$ cat config.mk
export PLATFORM = sky130hd
export DESIGN_NAME = pong_sfx_event_gen
export DESIGN_NICKNAME = d
export VERILOG_FILES = /design/src/rtl/pong_pkg.sv /design/src/rtl/frame_hold_timer.sv /design/src/rtl/pong_sfx_event_gen.sv
export SDC_FILE = /design/constraint.sdc
export NUM_CORES = 1
export LEC_CHECK = 0
export ABC_AREA = 1
export BUFFER_PORTS_ARGS = -buffer_cell sky130_fd_sc_hd__buf_2
export CORE_UTILIZATION = 54
export CTS_CLUSTER_DIAMETER = 60
export CTS_CLUSTER_SIZE = 10
export DETAILED_ROUTE_END_ITERATION = 6
export PLACE_DENSITY = 0.86
export REMOVE_ABC_BUFFERS = 1
export SLEW_MARGIN = 10
export SYNTH_ARGS = -nofsm -noshare
export SYNTH_HDL_FRONTEND = slang
export SYNTH_SLANG_ARGS = --single-unit
$ cat constraint.sdc
create_clock -name clk25 -period 5 [get_ports clk25]
set_clock_uncertainty 0.05 [all_clocks]
set_input_delay 1 -clock clk25 [delete_from_list [all_inputs] [get_ports clk25]]
set_output_delay 1 -clock clk25 [all_outputs]
set_load 0.02 [all_outputs]
$ cat src/rtl/pong_pkg.sv
// Shared codes, state encodings and helpers for the Pong sound-event producer.
// Used by pong_sfx_event_gen and frame_hold_timer.
package pong_pkg;

    localparam int SCORE_W = 4;
    localparam int HOLD_W  = 4;

    typedef enum logic [1:0] {
        EVT_NONE     = 2'b00,
        EVT_P1       = 2'b01,
        EVT_P2       = 2'b10,
        EVT_GAMEOVER = 2'b11
    } evt_e;

    typedef enum logic [1:0] {
        ST_IDLE     = 2'b00,
        ST_POINT    = 2'b01,
        ST_LOSE     = 2'b10,
        ST_GAMEOVER = 2'b11
    } state_e;

    typedef struct packed {
        logic valid;
        logic is_miss;
        evt_e code;
    } strobe_t;

    // Collapse the four strobes into the single winner: misses beat hits, player 1 beats player 2.
    function automatic strobe_t decode_strobes(
        input logic hit_p1,
        input logic hit_p2,
        input logic miss_p1,
        input logic miss_p2
    );
        strobe_t s;
        s.valid   = hit_p1 | hit_p2 | miss_p1 | miss_p2;
        s.is_miss = miss_p1 | miss_p2;
        if (miss_p1) begin
            s.code = EVT_P1;
        end else if (miss_p2) begin
            s.code = EVT_P2;
        end else if (hit_p1) begin
            s.code = EVT_P1;
        end else if (hit_p2) begin
            s.code = EVT_P2;
        end else begin
            s.code = EVT_NONE;
        end
        return s;
    endfunction

    function automatic logic [SCORE_W-1:0] sat_inc(
        input logic [SCORE_W-1:0] score,
        input logic [SCORE_W-1:0] limit
    );
        return (score >= limit) ? limit : score + 1'b1;
    endfunction

endpackage

$ cat src/rtl/frame_hold_timer.sv
// Frame-tick down-counter that times how long an event code stays asserted.
// expired pulses on the frame_tick that takes the count from 1 to 0.
module frame_hold_timer
    import pong_pkg::*;
(
    input  logic              clk25,
    input  logic              rst,
    input  logic              load,
    input  logic [HOLD_W-1:0] load_val,
    input  logic              frame_tick,
    output logic              expired
);

    logic [HOLD_W-1:0] count_q;
    logic [HOLD_W-1:0] count_d;

    always_comb begin
        count_d = count_q;
        if (load) begin
            count_d = load_val;
        end else if (frame_tick && (count_q != '0)) begin
            count_d = count_q - 1'b1;
        end
    end

    // Not gated by load: the top decides whether a coincident strobe overrides the expiry.
    assign expired = frame_tick && (count_q == HOLD_W'(1));

    always_ff @(posedge clk25) begin
        if (rst) begin
            count_q <= '0;
        end else begin
            count_q <= count_d;
        end
    end

endmodule

$ cat src/rtl/pong_sfx_event_gen.sv
// Turns one-cycle game strobes into held point/lose codes, keeps scores and declares game over.
// Define PONG_SFX_RETRIGGER_EN to let accepted strobes replace a code that is still being held.
module pong_sfx_event_gen
    import pong_pkg::*;
#(
    parameter int HOLD_FRAMES = 6,
    parameter int WIN_SCORE   = 9
) (
    input  logic               clk25,
    input  logic               rst,
    input  logic               frame_tick,
    input  logic               hit_p1,
    input  logic               hit_p2,
    input  logic               miss_p1,
    input  logic               miss_p2,
    input  logic               new_game,
    output logic [1:0]         point,
    output logic [1:0]         lose,
    output logic [SCORE_W-1:0] score_p1,
    output logic [SCORE_W-1:0] score_p2,
    output logic               game_over
);

    localparam logic [HOLD_W-1:0]  HOLD_LD = HOLD_W'(HOLD_FRAMES);
    localparam logic [SCORE_W-1:0] WIN_LIM = SCORE_W'(WIN_SCORE);

`ifdef PONG_SFX_RETRIGGER_EN
    localparam logic RETRIGGER = 1'b1;
`else
    localparam logic RETRIGGER = 1'b0;
`endif

    state_e             state_q, state_d;
    evt_e               point_q, point_d;
    evt_e               lose_q, lose_d;
    logic [SCORE_W-1:0] score_p1_q, score_p1_d;
    logic [SCORE_W-1:0] score_p2_q, score_p2_d;
    logic               game_over_q, game_over_d;

    logic               tmr_load;
    logic [HOLD_W-1:0]  tmr_val;
    logic               tmr_expired;

    strobe_t            strobe;
    state_e             cur_state;
    logic [SCORE_W-1:0] new_score;
    logic               take_miss;
    logic               take_hit;

    frame_hold_timer u_hold (
        .clk25      (clk25),
        .rst        (rst),
        .load       (tmr_load),
        .load_val   (tmr_val),
        .frame_tick (frame_tick),
        .expired    (tmr_expired)
    );

    always_comb begin
        state_d     = state_q;
        point_d     = point_q;
        lose_d      = lose_q;
        score_p1_d  = score_p1_q;
        score_p2_d  = score_p2_q;
        game_over_d = game_over_q;
        tmr_load    = 1'b0;
        tmr_val     = '0;

        strobe = decode_strobes(hit_p1, hit_p2, miss_p1, miss_p2);

        // A code on its final tick counts as already idle, so a coincident strobe loads fresh.
        cur_state = (tmr_expired && (state_q == ST_POINT || state_q == ST_LOSE)) ? ST_IDLE : state_q;

        new_score = (strobe.code == EVT_P1) ? sat_inc(score_p2_q, WIN_LIM)
                                            : sat_inc(score_p1_q, WIN_LIM);
        take_miss = strobe.is_miss && ((cur_state != ST_LOSE) || RETRIGGER);
        take_hit  = strobe.valid && !strobe.is_miss &&
                    ((cur_state == ST_IDLE) || (RETRIGGER && cur_state == ST_POINT));

        if (new_game) begin
            state_d     = ST_IDLE;
            point_d     = EVT_NONE;
            lose_d      = EVT_NONE;
            score_p1_d  = '0;
            score_p2_d  = '0;
            game_over_d = 1'b0;
            tmr_load    = 1'b1;
        end else if (state_q != ST_GAMEOVER) begin
            if (strobe.is_miss) begin
                if (strobe.code == EVT_P1) begin
                    score_p2_d = new_score;
                end else begin
                    score_p1_d = new_score;
                end
                // Reaching the winning score ends the game even while a LOSE code is being held.
                if (new_score == WIN_LIM) begin
                    state_d     = ST_GAMEOVER;
                    point_d     = EVT_NONE;
                    lose_d      = EVT_GAMEOVER;
                    game_over_d = 1'b1;
                    tmr_load    = 1'b1;
                end else if (take_miss) begin
                    state_d  = ST_LOSE;
                    point_d  = EVT_NONE;
                    lose_d   = strobe.code;
                    tmr_load = 1'b1;
                    tmr_val  = HOLD_LD;
                end
            end else if (take_hit) begin
                state_d  = ST_POINT;
                point_d  = strobe.code;
                lose_d   = EVT_NONE;
                tmr_load = 1'b1;
                tmr_val  = HOLD_LD;
            end else if (cur_state == ST_IDLE) begin
                state_d = ST_IDLE;
                point_d = EVT_NONE;
                lose_d  = EVT_NONE;
            end
        end
    end

    always_ff @(posedge clk25) begin
        if (rst) begin
            state_q     <= ST_IDLE;
            point_q     <= EVT_NONE;
            lose_q      <= EVT_NONE;
            score_p1_q  <= '0;
            score_p2_q  <= '0;
            game_over_q <= 1'b0;
        end else begin
            state_q     <= state_d;
            point_q     <= point_d;
            lose_q      <= lose_d;
            score_p1_q  <= score_p1_d;
            score_p2_q  <= score_p2_d;
            game_over_q <= game_over_d;
        end
    end

    assign point     = point_q;
    assign lose      = lose_q;
    assign score_p1  = score_p1_q;
    assign score_p2  = score_p2_q;
    assign game_over = game_over_q;

endmodule

==> results.ini, run 1 <==
[yosys]
ys_async_sr_fraction=0
seq_area_frac_synth=0.296
synth-edff-count=0
syn_inst=168
yosysWarningCount=0
ys_ff_latch=19
synth_area_leaders=dfxtp_1, ha_1, inv_1, a21oi_1, nand2_4
ys_types=26
ys.flop_type=dfxtp_1
synth_top_area_share=0.296
synth_top_area_cell=dfxtp_1
avgSynthCellArea_um2=7.66
syn_area_mm2=0.00129

[place]
dp.cells=216
gp_congestion=0.888
hpwl_mm=2.10
port_buffers=20

[power_and_ir_drop]
powerDensity_mw_per_mm2=235
p_leak_nw=0.725
power.total_mw=0.341
ir_drop_uv=150

[critical_path]
critPathKind=in -> reg
arrival_ps=2270
startpoint_type=primary input
required_ps=5160
path_cells=buf_2, nor2_2, inv_2, nor2_4, nand2_2, a21oi_2, nand2_4, nand2_4, nor2_4, nor2_1, nor2_1
crit_fanout=5
cp-end-kind=register
slowest_stage=nor2_2
cp_slowest_stage_delay_ps=240

[clock_tree]
holdBufCountCts=0
insertion_delay_ps=300
post-cts-setup-buffers=0
clkSinkCount=19
htree_num_levels=1
numCtsBuffers=3
clk_path_buf_depth=2
root_buffer=clkbuf_4
clk_pin_slew_ps=100
cts_tree=built
cts_resized=0

[layout]
nFillCells=198
drive_gt1_frac=0.271
finalCoreUtilization=0.648
mostFrequentLayoutCells=inv_1, buf_2, dfxtp_1
mostFrequentLayoutCell=inv_1
antennaDiodeCount=0
syn2layout_area_growth_pct=12.5
fin_nets=210
fin_cells=220

[sta]
period_share=0.423
setup_violations=0
min_period_ps=2110
fin_tns_setup_ps=0
whs_ps=408
hold_violations=0
relSlewSlack=0.687
rsz0062_at_grt=no
slew_viol_final=0
max_freq_ghz=0.473
worst-slew-pin-transition_ps=466

[route]
firstDrtPassIters=6
viasPerCell=5.15
drt_iter0_drc=15
drc=0
routed_wl_mm=2.60
dr_total_vias=1133
wl_per_cell_um=11.8
ant_nets=0

[die]
row_count=17
core-area_mm2=0.00223
die_x_um=50.8
die_h_um=50.8
die_area_mm2=0.00258
start_util=0.576
io_pins=21

[grt]
grt_use_total=0.230
grt-ovfl-total=0
antenna_found_initial=0
grt_pass1_vias=1066
grt_pass1_wl_mm=4.43
grt_max_degree=11

[min_path]
hold_path_class=reg -> reg

[job]
drv_cap=0

[outcome]
outcome=finished clean

area by class of cell:
cell class	count	area, um2	area share
multi-input cells	121	798	0.551
clock buffers	4	26.3	0.0182
flip-flops and latches	19	380	0.263
inverters	28	108	0.0743
well taps	28	35.0	0.0242
repair buffers	20	100	0.0691
synthesized netlist by cell type (all sizes together), types with 2 or more instances:
cell type,n
nand3b,2
nor2,21
nand3,12
a21oi,17
nand2,30
nand4,8
dfxtp,19
o21ai,14
inv,27
nor3,3
xor2,5
ha,9
kinds of logic after synthesis:
| kind of cell | synth area share |
|---|---|
| xor gates and xnor gates | 0.0340 |
| buffers and inverters | 0.0837 |
| and+or+nand+nor | 0.367 |
| AOI/OAI and AO/OA | 0.132 |
| DFF | 0.296 |
| adders and majority gates | 0.0876 |
flip-flops by register name (all words and copies together), names as in the netlist:
register,count
u_hold.count_q,4
lose,2
state_q,2
score_p1,4
point,2
game_over,1
score_p2,4
metrics by stage:
stage,instance area (um2),setup slack [ps]
finish,1450,2890
global route,1450,2780
CTS,1450,2890
detailed placement,1420,2590
global placement,1420,2620
floorplan,1290,2870
worst max-delay path, delay by kind of cell:
family                 cells  cell delay (ps)
buffers and inverters      2              260
and+or+nand+nor            8              800
AOI/OAI and AO/OA          1              220
per-layer routing:
layer  GRT usage  share of wire  up-vias
met4      0.0833          0.015        0
met2       0.422           0.50       20
li1            -              -      602
met1       0.264           0.47      506
met3      0.0364          0.023        5
met5           0              0        -
final timing paths:
kind | cells past startpoint | slack, ps | end | from
worst max-delay path | 11 | 2890 | u_hold.count_q[1]$_SDFFE_PP0P_ | miss_p1
worst min register to register | 2 | 410 | game_over$_SDFFE_PP0P_ | game_over$_SDFFE_PP0P_
worst max register to register | 14 | 3020 | u_hold.count_q[1]$_SDFFE_PP0P_ | score_p1[0]$_SDFFE_PP0P_
worst min-delay path | 2 | 410 | game_over$_SDFFE_PP0P_ | game_over$_SDFFE_PP0P_
power breakdown:
part,leakage [nW],internal [mW],switching [mW]
combinational,0.554,0.0331,0.0619
sequential,0.155,0.159,0.00729
clock,0.0150,0.0311,0.0484
total,0.725,0.223,0.118
Note: power is estimated with default switching activity, not from simulation.
==> run 2, diff against run 1 <==
--- a/config.mk
+++ b/config.mk
@@ -7,11 +7,11 @@
 export LEC_CHECK = 0
 export ABC_AREA = 1
 export BUFFER_PORTS_ARGS = -buffer_cell sky130_fd_sc_hd__buf_2
-export CORE_UTILIZATION = 54
+export CORE_UTILIZATION = 50
 export CTS_CLUSTER_DIAMETER = 60
 export CTS_CLUSTER_SIZE = 10
 export DETAILED_ROUTE_END_ITERATION = 6
-export PLACE_DENSITY = 0.86
+export PLACE_DENSITY = 0.84
 export REMOVE_ABC_BUFFERS = 1
 export SLEW_MARGIN = 10
 export SYNTH_ARGS = -nofsm -noshare
==> constraint.sdc (replaced) <==
create_clock -name clk25 -period 1.9 [get_ports clk25]
set_clock_uncertainty 0.05 [all_clocks]
set_input_delay 0.38 -clock clk25 [delete_from_list [all_inputs] [get_ports clk25]]
set_output_delay 0.38 -clock clk25 [all_outputs]
set_load 0.02 [all_outputs]
==> run 2 against run 1 <==
Total power rose to 2.7 times the previous value. Final area increased by 9.8%. Largest power group unchanged. Count of clock-buffer cells in the layout shrank 1. Sequential power increased to 2.6 times the previous value. Critical path depth rose by 4. Combinational power grew to 2.9 times the previous value. Sequential cell count unchanged. First-iteration DRC count rose by 40%. Clock power rose to 2.6 times the previous value. Worst setup slack got worse by 2800 ps.
==> results.ini, run 2 (synthesis gave the netlist of run 1 again) <==
[outcome]
outcome=finished clean  ; unchanged

[min_path]
hold_path_class=in -> reg  ; was reg -> reg
hold_end=u_hold.count_q[0]$_SDFFE_PP0P_  ; was game_over$_SDFFE_PP0P_
hold_depth=2  ; unchanged
min_from=rst  ; was game_over$_SDFFE_PP0P_

[layout]
drive_gt1_frac=0.377  ; was 0.271
mostFrequentLayoutCells=inv_1, buf_2  ; was inv_1, buf_2, dfxtp_1
antennaDiodeCount=0  ; unchanged
fin_nets=217  ; was 210
finalCoreUtilization=0.647  ; was 0.648
mostFrequentLayoutCell=inv_1  ; unchanged
nFillCells=209  ; was 198
syn2layout_area_growth_pct=23.5  ; was 12.5%
fin_area_mm2=0.00159  ; was 0.00145 mm2

[route]
dr_total_vias=1193  ; was 1,133
wl_per_cell_um=11.9  ; was 11.8 um
drt_iter0_drc=21  ; was 15
ant_nets=0  ; unchanged
viasPerCell=5.21  ; was 5.15
routed_wl_mm=2.72  ; was 2.60 mm
drc=0  ; unchanged
firstDrtPassIters=5  ; was 6

[job]
drv_cap=0  ; unchanged

[die]
row_count=18  ; was 17
die_h_um=52.7  ; was 50.8 um
io_pins=21  ; unchanged
die_area_mm2=0.00278  ; was 0.00258 mm2
die_x_um=52.7  ; was 50.8 um
core-area_mm2=0.00245  ; was 0.00223 mm2
start_util=0.524  ; was 0.576

[clock_tree]
cts_tree=built  ; unchanged
clk_pin_slew_ps=120  ; was 100 ps
clkSinkCount=19  ; unchanged
numCtsBuffers=3  ; unchanged
root_buffer=clkbuf_4  ; unchanged
htree_num_levels=1  ; unchanged
clk_path_buf_depth=2  ; unchanged
holdBufCountCts=0  ; unchanged
insertion_delay_ps=310  ; was 300 ps

[grt]
grt-ovfl-total=0  ; unchanged
antenna_found_initial=0  ; unchanged
grt_pass1_vias=1051  ; was 1,066
grt_use_total=0.213  ; was 0.230
grt_max_degree=12  ; was 11
grt_pass1_wl_mm=4.28  ; was 4.43 mm

[sta]
relSlewSlack=0.793  ; was 0.687
hold_violations=0  ; unchanged
min_period_ps=1840
fin_ws_ps=63.9  ; was 2890 ps
slew_viol_final=0  ; unchanged
worst-slew-pin-transition_ps=309  ; was 466 ps
period_share=0.966
setup_violations=0  ; unchanged
rsz0062_at_grt=yes  ; was no
whs_ps=242  ; was 408 ps
max_freq_ghz=0.545

[power_and_ir_drop]
p_leak_nw=0.781  ; was 0.725 nW
power.total_mw=0.926  ; was 0.341 mW
powerDensity_mw_per_mm2=582  ; was 235 mW/mm2
ir_drop_uv=493  ; was 150 uV

[place]
placed_cell_area_mm2=0.00145  ; was 0.00142 mm2
gp_congestion=0.930  ; was 0.888
port_buffers=20  ; unchanged
dp_slack_ps=39.6  ; was 2590 ps
hpwl_mm=2.03  ; was 2.10 mm

[critical_path]
r2r_end=u_hold.count_q[1]$_SDFFE_PP0P_  ; unchanged
cp-end-kind=register  ; unchanged
r2r_cells=15  ; was 14
r2r_start=score_p2[1]$_SDFFE_PP0P_  ; was score_p1[0]$_SDFFE_PP0P_
required_ps=2090  ; was 5160 ps
startpoint_type=register  ; was primary input
critPathKind=reg -> reg  ; was in -> reg
arrival_ps=2030  ; was 2270 ps
rrSetupSlack_ps=60  ; was 3020 ps
crit_fanout=5  ; unchanged

[run 2: cell types whose count changed in the layout (fill, tap and decap cells not counted), moves of 2 or more]
cell	delta
buf_4	+7
nand3_1	-2
ha_1	-2
dfxtp_1	-4
nand3_2	+2
nand2_1	-3
dfxtp_4	+3
nand2_4	+3
[run 2: how the worst max path moves through the flow]
stage,slack [ps],end,startpoint,depth (start not counted)
6_report,60,u_hold.count_q[1]$_SDFFE_PP0P_,score_p2[1]$_SDFFE_PP0P_,15
5_1_grt,-70,u_hold.count_q[1]$_SDFFE_PP0P_,score_p1[1]$_SDFFE_PP0P_,14
4_1_cts,7,u_hold.count_q[1]$_SDFFE_PP0P_,score_p2[0]$_SDFFE_PP0P_,14
3_5_place_dp,40,u_hold.count_q[1]$_SDFFE_PP0P_,score_p2[0]$_SDFFE_PP0P_,14
3_3_place_gp,80,u_hold.count_q[2]$_SDFFE_PP0P_,score_p2[0]$_SDFFE_PP0P_,14
2_1_floorplan,40,u_hold.count_q[1]$_SDFFE_PP0P_,score_p1[0]$_SDFFE_PP0P_,14
[run 2: area by class of cell]
| cell class | count | area, um2 | area share |
|---|---|---|---|
| Multi-Input combinational cell | 121 | 868 | 0.546 |
| Sequential cell | 19 | 393 | 0.247 |
| Timing Repair Buffer | 27 | 153 | 0.0961 |
| Inverter | 28 | 110 | 0.0693 |
| Tap cell | 30 | 37.5 | 0.0236 |
| Clock buffer | 3 | 22.5 | 0.0142 |
| Clock inverter | 1 | 5.00 | 0.00315 |
[run 2: report_power, final]
| part | internal [mW] | switching [mW] | leakage (nW) |
|---|---|---|---|
| clock | 0.0787 | 0.131 | 0.0177 |
| combinational | 0.104 | 0.174 | 0.605 |
| sequential | 0.417 | 0.0202 | 0.158 |
| total | 0.600 | 0.326 | 0.781 |
[run 2: stage by stage]
stage	cells	TNS, ps
CTS	226	0
global route	229	-127
floorplan	168	0
finish	229	0
global placement	222	0
detailed placement	222	0
[run 2: what timing repair did]
action                                  4_1_cts  5_1_grt
setup buffers                                 0        3
hold endpoints to repair                      0        0
resized for setup                             0       25
endpoints found under the setup margin        0        9
[run 2: routing by layer]
layer | part of all wire | global-route usage
met5 | 0 | 0
met4 | 0.014 | 0.0921
met3 | 0.026 | 0.0348
met2 | 0.52 | 0.388
met1 | 0.44 | 0.238
[run 2: critical path: stages, from the launching register on]
cell     delay [ps]
dfxtp_4         390
inv_4            50
ha_4            150
nor2_4          100
nand2_2          70
nand2_4          90
nand2_4          60
o21ai_4         190
nor2_4           80
nand2_4          90
nand2_4          50
nand2_4          80
nand2_4          70
nor2_4          110
nor2_1           40
nor2_1           90
==> run 3, diff against run 2 <==
--- a/config.mk
+++ b/config.mk
@@ -5,13 +5,13 @@
 export SDC_FILE = /design/constraint.sdc
 export NUM_CORES = 1
 export LEC_CHECK = 0
-export ABC_AREA = 1
 export BUFFER_PORTS_ARGS = -buffer_cell sky130_fd_sc_hd__buf_2
-export CORE_UTILIZATION = 50
+export CORE_UTILIZATION = 49
 export CTS_CLUSTER_DIAMETER = 60
 export CTS_CLUSTER_SIZE = 10
 export DETAILED_ROUTE_END_ITERATION = 6
-export PLACE_DENSITY = 0.84
+export MAX_ROUTING_LAYER = met4
+export PLACE_DENSITY = 0.83
 export REMOVE_ABC_BUFFERS = 1
 export SLEW_MARGIN = 10
 export SYNTH_ARGS = -nofsm -noshare
==> run 3 against run 2 <==
The run now ends with negative setup slack left. Sequential share of layout area down 0.34 points. Final cell count fell by 3.1%. Combinational power shrank 19%. Register-to-register slack got worse by 370 ps. Final area down 0.87%. Sequential power fell by 3%. Fmax fell by 17%. Count of clock-buffer cells in the layout is 1 higher. Critical path type unchanged. Largest power group unchanged.
==> results.ini, run 3 <==
[outcome]
outcome=finished, violations left  ; was finished clean
failed_checks=negative setup slack

[yosys]
yosysWarningCount=0  ; unchanged
synth-edff-count=0  ; unchanged
synth_common_cells=nor2_1, dfxtp_1, a21oi_1, o21ai_0  ; was inv_1, dfxtp_1, nand2_1
syn_area_mm2=0.00118  ; was 0.00129 mm2
syn_inst=149  ; was 168
synth_top_area_share=0.322  ; was 0.296
ys_ff_latch=19  ; unchanged
yosysMostFrequentCell=nor2_1  ; was inv_1
ys_types=35  ; was 26
ys_async_sr_fraction=0  ; unchanged
seq_area_frac_synth=0.322  ; was 0.296
synth_top_area_cell=dfxtp_1  ; unchanged
avgSynthCellArea_um2=7.92  ; was 7.66 um2
synth_area_leaders=dfxtp_1, ha_1, nor2_1, a21oi_1, o21ai_0  ; was dfxtp_1, ha_1, inv_1, a21oi_1, nand2_4
ys.flop_type=dfxtp_1  ; unchanged

[layout]
mostFrequentLayoutCell=buf_4  ; was inv_1
syn2layout_area_growth_pct=33.5  ; was 23.5%
fin_nets=212  ; was 217
drive_gt1_frac=0.366  ; was 0.377
mostFrequentLayoutCells=buf_4, buf_2, nor2_1  ; was inv_1, buf_2
fin_area_mm2=0.00158  ; was 0.00159 mm2
fin_cells=222  ; was 229
antennaDiodeCount=0  ; unchanged

[place]
port_buffers=20  ; unchanged
placed_cell_area_mm2=0.00148  ; was 0.00145 mm2
dp.cells=216  ; was 222
gp_congestion=0.830  ; was 0.930
hpwl_mm=2.39  ; was 2.03 mm

[clock_tree]
numCtsBuffers=3  ; unchanged
cts_tree=built  ; unchanged
clk_pin_slew_ps=110  ; was 120 ps
htree_num_levels=1  ; unchanged
root_buffer=clkbuf_4  ; unchanged
clk_path_buf_depth=2  ; unchanged
insertion_delay_ps=310  ; about the same
holdBufCountCts=0  ; unchanged
clkSinkCount=19  ; unchanged

[route]
viasPerCell=5.85  ; was 5.21
wl_per_cell_um=15.4  ; was 11.9 um
firstDrtPassIters=4  ; was 5
drc=0  ; unchanged
ant_nets=0  ; unchanged
routed_wl_mm=3.43  ; was 2.72 mm
dr_total_vias=1299  ; was 1,193
drt_iter0_drc=61  ; was 21

[grt]
grt-ovfl-total=0  ; unchanged
grt_pass1_vias=1263  ; was 1,051
grt_max_degree=16  ; was 12
grt_use_total=0.295  ; was 0.213
grt_pass1_wl_mm=5.52  ; was 4.28 mm
antenna_found_initial=0  ; unchanged

[die]
die_area_mm2=0.00261  ; was 0.00278 mm2
core-area_mm2=0.00223  ; was 0.00245 mm2
io_pins=21  ; unchanged
die_x_um=51.1  ; was 52.7 um
row_count=17  ; was 18
start_util=0.528  ; was 0.524
die_h_um=51.1  ; was 52.7 um

[critical_path]
arrival_ps=2350  ; was 2030 ps
cp_slowest_stage_delay_ps=360  ; was 390 ps
path_cells=inv_2, ha_4, inv_2, o31a_1, o32a_1, and4_4, o31ai_4, buf_4, buf_4, a211oi_2  ; was inv_4, ha_4, nor2_4, nand2_2, nand2_4, nand2_4, o21ai_4, nor2_4, nand2_4, nand2_4, nand2_4, nand2_4, nor2_4, nor2_1, nor2_1
startpoint_type=register  ; unchanged
required_ps=2050  ; was 2090 ps
slowest_stage=dfxtp_2  ; was dfxtp_4
critPathKind=reg -> reg  ; unchanged
crit_fanout=4  ; was 5
cp-end-kind=register  ; unchanged

[sta]
relSlewSlack=0.685  ; was 0.793
whs_ps=267  ; was 242 ps
slew_viol_final=0  ; unchanged
fin_ws_ps=-303  ; was 63.9 ps
min_period_ps=2200  ; was 1840 ps
rsz0062_at_grt=yes  ; unchanged
setup_violations=10  ; was 0
worst-slew-pin-transition_ps=471  ; was 309 ps
hold_violations=0  ; unchanged
max_freq_ghz=0.454  ; was 0.545 GHz
period_share=1.16  ; was 0.966

[job]
drv_cap=0  ; unchanged

[power_and_ir_drop]
powerDensity_mw_per_mm2=550  ; was 582 mW/mm2
ir_drop_uv=490  ; was 493 uV
p_leak_nw=0.694  ; was 0.781 nW

[min_path]
hold_path_class=in -> reg  ; unchanged

==> run 3: per-layer routing <==
| metal | GRT usage | share of wire | up-vias | wire length (um) |
|---|---|---|---|---|
| li1 | - | - | 622 | - |
| met4 | 0.162 | 0.028 | 0 | 95 |
| met1 | 0.321 | 0.41 | 604 | 1420 |
| met2 | 0.504 | 0.49 | 60 | 1690 |
| met3 | 0.0565 | 0.066 | 13 | 227 |
| met5 | - | 0 | - | 0 |
==> run 3: stage by stage <==
step | worst slack, ps | utilization | power (mW) | TNS, ps
after global routing | -363 | 0.705 | 0.905 | -2520
after floorplan | -333 | - | 0.546 | -1850
final | -303 | 0.705 | 0.867 | -1840
after global placement | -228 | 0.662 | 0.623 | -1620
after detailed placement | -313 | 0.662 | 0.632 | -2300
after CTS | -226 | 0.695 | 0.845 | -1340
==> run 3: cell type report <==
cell class | count | area [um2]
inverters | 10 | 37.5
repair buffers | 47 | 303
clock buffers | 4 | 26.3
multi-input cells | 114 | 790
flip-flops and latches | 19 | 384
fillers | 183 | 658
well taps | 28 | 35.0
==> run 3: repair_timing <==
item,CTS,global route
pin swaps,9,3
buffers inserted,2,1
resized for setup,19,4
endpoints found under the hold margin,0,0
setup endpoints to repair,10,10
==> run 3: cell families (layout without fill, tap and decap cells) <==
logic type      count (synthesis)  after routing  share of synthesized area
simple gates                   48             48                      0.191
fa+ha+maj                       9              9                     0.0954
buf+inv                        16             61                     0.0520
compound gates                 53             53                      0.309
mux                             1              1                    0.00848
flops                          19             19                      0.322
xor+xnor                        3              3                     0.0223
==> run 3: critical path, delay by kind of cell (launching register included) <==
family                     cells  cell delay [ps]
and+or+nand+nor                1              210
AOI/OAI and AO/OA              4              970
buffers and inverters          4              380
DFF                            1              360
adders and majority gates      1              130
==> run 3: power by group <==
group	switching, mW	total [mW]	internal (mW)
registers	0.0127	0.425	0.413
logic	0.126	0.225	0.0995
clock network	0.134	0.216	0.0822
total	0.272	0.867	0.594
==> run 3: worst paths after layout <==
check,start,endpoint,slack [ps],cells after the start
min,frame_tick,u_hold.count_q[3]$_SDFFE_PP0P_,270,2
max,score_p1[0]$_SDFFE_PP0P_,u_hold.count_q[2]$_SDFFE_PP0P_,-300,10
max reg2reg,score_p1[0]$_SDFFE_PP0P_,u_hold.count_q[2]$_SDFFE_PP0P_,-300,10
min reg2reg,point[0]$_SDFFE_PP0P_,point[0]$_SDFFE_PP0P_,420,2
